$ cat config.mk
export PLATFORM = sky130hd
export DESIGN_NAME = sprite_blitter_flat
export DESIGN_NICKNAME = d
export VERILOG_FILES = /design/src/rtl/sprite_blitter_if.sv /design/src/rtl/sprite_blitter.sv /design/src/flat_wrapper.sv
export SDC_FILE = /design/constraint.sdc
export NUM_CORES = 1
export LEC_CHECK = 0
export CORE_AREA = 2 2 131 108
export DETAILED_ROUTE_END_ITERATION = 7
export DIE_AREA = 0 0 133 110
export HOLD_SLACK_MARGIN = 0.1
export PLACE_DENSITY = 0.81
export SLEW_MARGIN = 10
export SYNTH_ARGS = -nofsm -noshare
export SYNTH_HDL_FRONTEND = slang
export SYNTH_SLANG_ARGS = --single-unit
$ cat constraint.sdc
create_clock -name clk -period 7.4 [get_ports clk]
set_input_delay 1.48 -clock clk [delete_from_list [all_inputs] [get_ports clk]]
set_output_delay 1.48 -clock clk [all_outputs]
set_load 0.01 [all_outputs]
$ cat src/rtl/sprite_blitter_if.sv
// Bus-initiator interface of the sprite blitter: one address/write-strobe
// channel toward memory and the read data and ready signals coming back.
interface sprite_blitter_if;
  logic [31:0] addr_bus;
  logic        mem_w;
  logic [31:0] Cpu_data2bus;
  logic        MIO_ready;
  logic [31:0] Cpu_data4bus;

  modport master (
    output addr_bus, mem_w, Cpu_data2bus,
    input  MIO_ready, Cpu_data4bus
  );

  modport slave (
    input  addr_bus, mem_w, Cpu_data2bus,
    output MIO_ready, Cpu_data4bus
  );
endinterface

$ cat src/rtl/sprite_blitter.sv
// Copies a spr_w x spr_h sprite from source space into VRAM one pixel at a time,
// skipping key-coloured pixels and anything that falls off the screen.
module sprite_blitter #(
  parameter int          SCR_W     = 640,
  parameter int          SCR_H     = 480,
  parameter logic [11:0] KEY_COLOR = 12'h000
) (
  input  logic                   clk,
  input  logic                   rst,
  input  logic                   start,
  input  logic [13:0]            src_base,
  input  logic [9:0]             dst_x,
  input  logic [8:0]             dst_y,
  input  logic [5:0]             spr_w,
  input  logic [5:0]             spr_h,
  sprite_blitter_if.master       bus,
  output logic                   busy,
  output logic                   done
);

  typedef enum logic [2:0] {IDLE, RD_ADDR, RD_DATA, WR, NEXT, FIN} state_e;

  typedef struct packed {
    logic [13:0] src;
    logic [9:0]  dx;
    logic [8:0]  dy;
    logic [5:0]  w;
    logic [5:0]  h;
  } cmd_t;

  state_e      state_q, state_d;
  cmd_t        cmd_q, cmd_d;
  logic [5:0]  r_q, r_d, c_q, c_d;
  logic [11:0] pix_q, pix_d;

  logic [31:0] addr_d, wdata_d;
  logic        wr_d;

  // Positions are widened well past their final size so clipping never wraps.
  logic [19:0] src_idx;
  logic [31:0] dst_col, dst_row, dst_idx;
  logic        in_bounds, last_pix;
  logic [31:0] rd_addr, wr_addr;

  assign src_idx   = {6'd0, cmd_q.src} + 20'(r_q) * 20'(cmd_q.w) + 20'(c_q);
  assign dst_col   = 32'(cmd_q.dx) + 32'(c_q);
  assign dst_row   = 32'(cmd_q.dy) + 32'(r_q);
  assign dst_idx   = dst_row * 32'(SCR_W) + dst_col;
  assign in_bounds = (dst_col < 32'(SCR_W)) && (dst_row < 32'(SCR_H));
  assign last_pix  = (r_q == cmd_q.h - 6'd1) && (c_q == cmd_q.w - 6'd1);
  assign rd_addr   = 32'h3000_0000 | {16'd0, src_idx[13:0], 2'b00};
  assign wr_addr   = 32'h1000_0000 | {11'd0, dst_idx[18:0], 2'b00};

  logic unused_bits;
  assign unused_bits = ^{bus.Cpu_data4bus[31:12], src_idx[19:14], dst_idx[31:19]};

  // NOTE: every variable gets a default before the case so no path leaves one
  // unassigned, which would otherwise infer a latch.
  always_comb begin
    state_d = state_q;
    cmd_d   = cmd_q;
    r_d     = r_q;
    c_d     = c_q;
    pix_d   = pix_q;
    addr_d  = 32'd0;
    wdata_d = 32'd0;
    wr_d    = 1'b0;
    busy    = (state_q != IDLE);
    done    = 1'b0;

    case (state_q)
      IDLE: begin
        if (start) begin
          cmd_d   = '{src: src_base, dx: dst_x, dy: dst_y, w: spr_w, h: spr_h};
          r_d     = 6'd0;
          c_d     = 6'd0;
          state_d = (spr_w != 6'd0 && spr_h != 6'd0) ? RD_ADDR : FIN;
        end
      end
      RD_ADDR: begin
        addr_d  = rd_addr;
        state_d = RD_DATA;
      end
      RD_DATA: begin
        addr_d  = rd_addr;
        pix_d   = bus.Cpu_data4bus[11:0];
        state_d = (pix_d != KEY_COLOR && in_bounds) ? WR : NEXT;
      end
      WR: begin
        addr_d  = wr_addr;
        wr_d    = 1'b1;
        wdata_d = {20'h0, pix_q};
        if (bus.MIO_ready) state_d = NEXT;
      end
      NEXT: begin
        if (c_q < cmd_q.w - 6'd1) begin
          c_d = c_q + 6'd1;
        end else begin
          c_d = 6'd0;
          r_d = r_q + 6'd1;
        end
        state_d = last_pix ? FIN : RD_ADDR;
      end
      FIN: begin
        done    = 1'b1;
        state_d = IDLE;
      end
      default: state_d = IDLE;
    endcase
  end

  assign bus.addr_bus     = addr_d;
  assign bus.mem_w        = wr_d;
  assign bus.Cpu_data2bus = wdata_d;

  // NOTE: state registers use non-blocking assignments so every register
  // samples the pre-edge values, independent of statement order.
  always_ff @(posedge clk or posedge rst) begin
    if (rst) begin
      state_q <= IDLE;
      cmd_q   <= '0;
      r_q     <= 6'd0;
      c_q     <= 6'd0;
      pix_q   <= 12'd0;
    end else begin
      state_q <= state_d;
      cmd_q   <= cmd_d;
      r_q     <= r_d;
      c_q     <= c_d;
      pix_q   <= pix_d;
    end
  end

endmodule

$ cat src/flat_wrapper.sv
// flat-port wrapper written by rule: the top's interface ports become plain ports
module sprite_blitter_flat 
#(
  parameter int          SCR_W     = 640,
  parameter int          SCR_H     = 480,
  parameter logic [11:0] KEY_COLOR = 12'h000
)
  (clk, rst, start, src_base, dst_x, dst_y, spr_w, spr_h, busy, done, bus_addr_bus, bus_mem_w, bus_Cpu_data2bus, bus_MIO_ready, bus_Cpu_data4bus);
  sprite_blitter_if bus_i ();
  input  logic clk;
  input  logic rst;
  input  logic start;
  input  logic [13:0] src_base;
  input  logic [9:0] dst_x;
  input  logic [8:0] dst_y;
  input  logic [5:0] spr_w;
  input  logic [5:0] spr_h;
  output logic busy;
  output logic done;
  output wire logic [$bits(bus_i.addr_bus)-1:0] bus_addr_bus;
  output wire logic [$bits(bus_i.mem_w)-1:0] bus_mem_w;
  output wire logic [$bits(bus_i.Cpu_data2bus)-1:0] bus_Cpu_data2bus;
  input wire logic [$bits(bus_i.MIO_ready)-1:0] bus_MIO_ready;
  input wire logic [$bits(bus_i.Cpu_data4bus)-1:0] bus_Cpu_data4bus;
  assign bus_addr_bus = bus_i.addr_bus;
  assign bus_mem_w = bus_i.mem_w;
  assign bus_Cpu_data2bus = bus_i.Cpu_data2bus;
  assign bus_i.MIO_ready = bus_MIO_ready;
  assign bus_i.Cpu_data4bus = bus_Cpu_data4bus;
  sprite_blitter #(.SCR_W(SCR_W), .SCR_H(SCR_H), .KEY_COLOR(KEY_COLOR)) u_core (.clk(clk), .rst(rst), .start(start), .src_base(src_base), .dst_x(dst_x), .dst_y(dst_y), .spr_w(spr_w), .spr_h(spr_h), .bus(bus_i), .busy(busy), .done(done));
endmodule
; Yosys cells after proc, flatten, opt, wreduce, memory -nomap -nowiden
; Index checks and enable logic that the tools add are counted.
[totals]
inputBits = 81
reg_bits = 72
out_inout_bits = 67
[classes]
add_sub_neg = 9
n_lt_le_gt_ge = 3
n_eq_ne = 10
mul = 2
reduce_logical = 15
n_mux = 15
[ops]
columns = cell, n
row1 = one-hot mux 30 bit (2 select lines), 1
row2 = "less-than comparator 32 x 10 -> 1 bit, second input constant", 1
row3 = "less-than comparator 32 x 9 -> 1 bit, second input constant", 1
row4 = "multiplier 32 x 3 -> 12 bit, second input constant", 1
row5 = one-hot mux 6 bit (2 select lines), 2
row6 = adder 19 bit, 1
row7 = two-way mux 6 bit, 3
row8 = two-way mux 3 bit, 5
row9 = one-hot mux 3 bit (5 select lines), 1
row10 = adder 14 x 12 -> 14 bit, 1
row11 = adder 14 x 6 -> 14 bit, 1
row12 = "adder 6 x 1 -> 6 bit, second input constant", 2
row13 = equality test 6 bit, 2
row14 = multiplier 6 x 6 -> 12 bit, 1
row15 = two-way mux 12 bit, 1
row16 = nonzero test 12 bit, 1
row17 = nonzero test 6 bit, 2
row18 = "subtractor 6 x 1 -> 6 bit, second input constant", 2
row19 = adder 10 x 6 -> 11 bit, 1
row20 = adder 9 x 6 -> 10 bit, 1
row21 = "equality test 3 x 2 -> 1 bit, second input constant", 2
row22 = "equality test 3 bit, second input constant", 2
row23 = less-than comparator 6 bit, 1
row24 = "!= test 2 bit, second input constant", 3
row25 = 9 further kinds, 15

; Depth between registers and ports, before layout
[logic_depth]
ltp_word = 6
depth_mapped = 20
mapped_depth_nobuf = 19

; Least setup slack after synthesis
; Ideal clock, no wire load.
[synth_path]
path_type = reg-to-output
startpoint = register u_core.r_q[2]
endpoint = output bus_addr_bus[15]
required_time_ns = 5.920
n_path_buf = 1
path_stages_with_launch = 17
path_slack_ns = 1.585
arrival_time_ns = 4.335
path_cell_list = dfrtp_1 -> buf_1 -> and2_1 -> fa_1 -> fa_1 -> fa_1 -> inv_1 -> fa_1 -> inv_1 -> ha_1 -> o21a_1 -> nor2_1 -> a21oi_1 -> a211oi_1 -> o2bb2ai_1 -> xnor2_1 -> o22ai_1
[synth_between]
elab_chain_cells = 4
elab_cells_between_ends = 7
cone_classes = add/sub: 4 / mul: 2 / mux: 1
[synth_lines]
columns = element, line_no
row1 = start: declaration, sprite_blitter.sv:33  ; logic [5:0] r_q, r_d, c_q, c_d;
row2 = start signal: assignment, sprite_blitter.sv:128  ; r_q <= r_d;
row3 = adder 9 x 6 -> 10 bit or multiplier 6 x 6 -> 12 bit (tied branches), "sprite_blitter.sv:47, sprite_blitter.sv:45"
row4 = multiplier 32 x 3 -> 12 bit or adder 14 x 12 -> 14 bit (tied branches), "sprite_blitter.sv:48, sprite_blitter.sv:45"
row5 = adder 19 bit or adder 14 x 6 -> 14 bit (tied branches), "sprite_blitter.sv:48, sprite_blitter.sv:45"
row6 = one-hot mux 30 bit (2 select lines) *, sprite_blitter.sv:71  ; case (state_q)
row7 = end: declaration, flat_wrapper.sv:20  ; output wire logic [$bits(bus_i.addr_bus)-1:0] bus_addr_bus;
; Every way passes the cells marked *; elsewhere a longest branch is shown, timed or not.

; Worst setup path after layout
[layout_path]
startpoint = register u_core.r_q[3]
endpoint = output bus_addr_bus[14]
; Same word-level chain as after synthesis.

==> summary.txt <==
Detailed routing
  – Vias after detailed routing: 5418
  – Post-route ant nets: 0
  – Number of DRC markers in iteration 0: 313
  – Remaining DRCs: 0
  – Vias per cell: 5.19
  – Routed WL: 15200 um
  – Wire per inst: 14.6 um
  – TritonRoute pass-1 iters: 5

STA
  – RSZ-0062 raised after global routing: no
  – Fmax achieved: 143 MHz
  – Fin crit share: 0.945
  – Final Hold Viols: 0
  – TNS Setup: 0 ns
  – Setup Viol. Count Final: 0
  – Clock Skews: 0.00496 ns
  – Period minus WS final: 7.00 ns
  – Max_slew headroom: 0.393
  – Final slew viol count: 0
  – Worst-margin pin slew: 0.911 ns

GRT
  – Met1 global-route usage: 0.299
  – First-pass GRT wire length: 25500 um
  – Gr busiest metal: met2
  – Met3 Resource Use GR: 0.0421
  – Largest net degree at the start of global routing: 73
  – Met2 usage: 0.368
  – Antenna violations before repair: 0
  – Total grt overflow: 0
  – Total GRT Usage: 0.220
  – Vias in the first global route: 5315

Floorplanning
  – Die ar.: 14600 um^2
  – Core area: 13300 um^2
  – Initial Utilization: 0.520
  – Die W: 133 um
  – I/O Pins: 148
  – Core Rows: 38
  – Die Y: 110 um

Worst setup path
  – WP data required: 5.92 ns
  – Worst setup EP type: output pin
  – CP Class: reg -> out
  – Worst-path maximum fanout: 11
  – Worst R2R Setup Slack: 4.52 ns
  – Crit path DAT: 5.52 ns
  – Startpoint types: flip-flop

Placement
  – Placed cell areas: 7910 um^2
  – I/O Buffers: 96
  – HPWL after DPL: 11700 um
  – Routability cong.: 0.891

Yosys
  – Post-synthesis cell type count: 56
  – Number of synthesized register bits: 72
  – Synth Warn #: 0
  – Post-synthesis adder-cell area fraction: 0.237
  – Mux contribution to synthesized area: 0.0538
  – Combinational family with the most area after synthesis: adder cells
  – Sequential area share after synthesis: 0.261
  – Post-synthesis simple-gate area fraction: 0.162
  – Syn Area/Cell: 8.95 um^2
  – Synth Instances: 771
  – Post-Synth XOR/XNOR Area: 0.0660
  – Synthesized cell area: 6900 um^2
  – Primary FF master, synth: dfrtp_1
  – Ys async rst share: 1.00
  – EDFF count, synth: 0
  – Compound-Gate Fraction of Synth Area: 0.120

Layout
  – Layout area overhead: 19.2%
  – Fin area: 8230 um^2
  – Antenna diode count: 0
  – Most frequent cells in the layout: clkdlybuf4s50_1, inv_1, nand2_1
  – Nets: 1049
  – Layout cells sized above 1: 0.0753
  – Most common cell after layout, fill and taps aside: clkdlybuf4s50_1

Power
  – Clock network fraction of total power: 0.145
  – Combinational power share: 0.633
  – Peak VDD IR: 0.299 mV
  – Int Pwr: 0.00187 W
  – Psw: 0.00146 W
  – Seq pwr share: 0.222
  – Power per Cell Area: 405 nW/um^2
  – Switching share of power: 0.439
  – Leak: 3.86 nW

Clock network
  – Worst-path clk slew: 0.06 ns
  – Bufs on Longest Clock Path: 2
  – Total CTS buffers: 9
  – Hold buffers post-CTS: 0
  – # Post-CTS Setup Buffers: 0
  – H-tree levels: 3
  – Clock Sinks: 72
  – CTS tree: yes
  – Clock latency on the worst-skew pair: 0.35 ns
  – CTS root buf: clkbuf_16
  – Post-cts resize count: 0

Run
  – Max Cap Viol: 0

Hold path
  – Hold Crit Class: reg -> reg

Outcome
  – Status: finished clean
final timing paths:
path | startpoint | endpoint | depth (start not counted)
setup / recovery | u_core.r_q[3]$_DFFE_PP0P_ | bus_addr_bus[14] | 17
hold / removal | u_core.pix_q[6]$_DFFE_PP0P_ | u_core.pix_q[6]$_DFFE_PP0P_ | 2
setup reg to reg | u_core.cmd_q[6]$_DFFE_PP0P_ | u_core.r_q[4]$_DFFE_PP0P_ | 11
hold reg to reg | u_core.pix_q[6]$_DFFE_PP0P_ | u_core.pix_q[6]$_DFFE_PP0P_ | 2
max in group asynchronous | rst | u_core.cmd_q[15]$_DFFE_PP0P_ | 3
min in group asynchronous | rst | u_core.pix_q[1]$_DFFE_PP0P_ | 3
power groups by stage:
| stage | Combinational, W | Clock, W | Sequential [W] |
|---|---|---|---|
| after floorplan | 0.00158 | 0 | 0.000667 |
| after global placement | 0.00205 | 0 | 0.000736 |
| after detailed placement | 0.00210 | 0 | 0.000744 |
| after CTS | 0.00212 | 0.000487 | 0.000738 |
| final | 0.00211 | 0.000483 | 0.000740 |
| after global routing | 0.00236 | 0.000506 | 0.000769 |
area by class of cell:
class                   instances  area, um^2
flip-flops and latches         72        1800
clock inverters                 7         101
well taps                     180         225
clock buffers                   9         225
inverters                      95         357
fillers                      1092        5030
multi-input cells             580        4530
repair buffers                100         991
state kept, by name, indices dropped and copies added, names as in the netlist:
register	count
u_core.pix_q	12
u_core.state_q	3
u_core.c_q	6
u_core.cmd_q	45
u_core.r_q	6
layer usage:
layer,share of wire,up-vias
met5,0,-
met4,0.012,0
met3,0.045,18
met2,0.47,119
met1,0.47,2590
li1,-,2691
synthesized netlist by cell type, types with 7 or more instances:
cell type  count  share of area
clkbuf_1      14         0.0076
a21o_1        13          0.014
o22ai_1       10         0.0091
nor3_1        14          0.010
o21a_1         8         0.0087
a211oi_1       8         0.0087
buf_4         31          0.034
o21ai_0       43          0.031
xnor2_1       33          0.042
inv_1         95          0.052
nand2_1       90          0.049
buf_2          7         0.0051
a21oi_1       17          0.012
xor2_1        19          0.024
and2_1        35          0.032
nor2_1        40          0.022
ha_1          75           0.14
dfrtp_1       72           0.26
nand3_1       11         0.0080
mux2_2        33          0.054
nand2b_1       7         0.0063
fa_1          35           0.10
through the flow:
step	cells	setup slack (ns)	hold slack, ns	total power (W)	utilization
after floorplan	801	1.58	0.437	0.00224	-
after global placement	1027	0.879	0.449	0.00278	0.596
after detailed placement	1027	0.833	0.454	0.00284	0.596
after CTS	1043	0.436	0.470	0.00335	0.621
after global routing	1043	0.147	0.481	0.00363	0.621
final	1043	0.404	0.466	0.00333	0.621
critical path, stage by stage (launching register included):
cell,delay [ns]
dfrtp_1,0.57
and2_1,0.29
fa_1,0.54
inv_1,0.05
fa_1,0.47
inv_1,0.06
fa_1,0.53
inv_1,0.06
fa_1,0.53
inv_1,0.04
ha_1,0.32
a21oi_1,0.27
o21a_1,0.20
o21ai_0,0.15
a31oi_1,0.24
xor2_1,0.12
o22ai_1,0.16
clkdlybuf4s50_1,0.56
logic make-up (layout without fill, tap and decap cells):
logic type      count (synthesis)  after routing
buf+inv                       149            211
fa+ha+maj                     110            110
other cells                     1             31
simple gates                  229            229
compound gates                125            125
flops                          72             72
mux                            33             33
xor+xnor                       52             52
No activity file was read; power rests on OpenSTA's default activity.
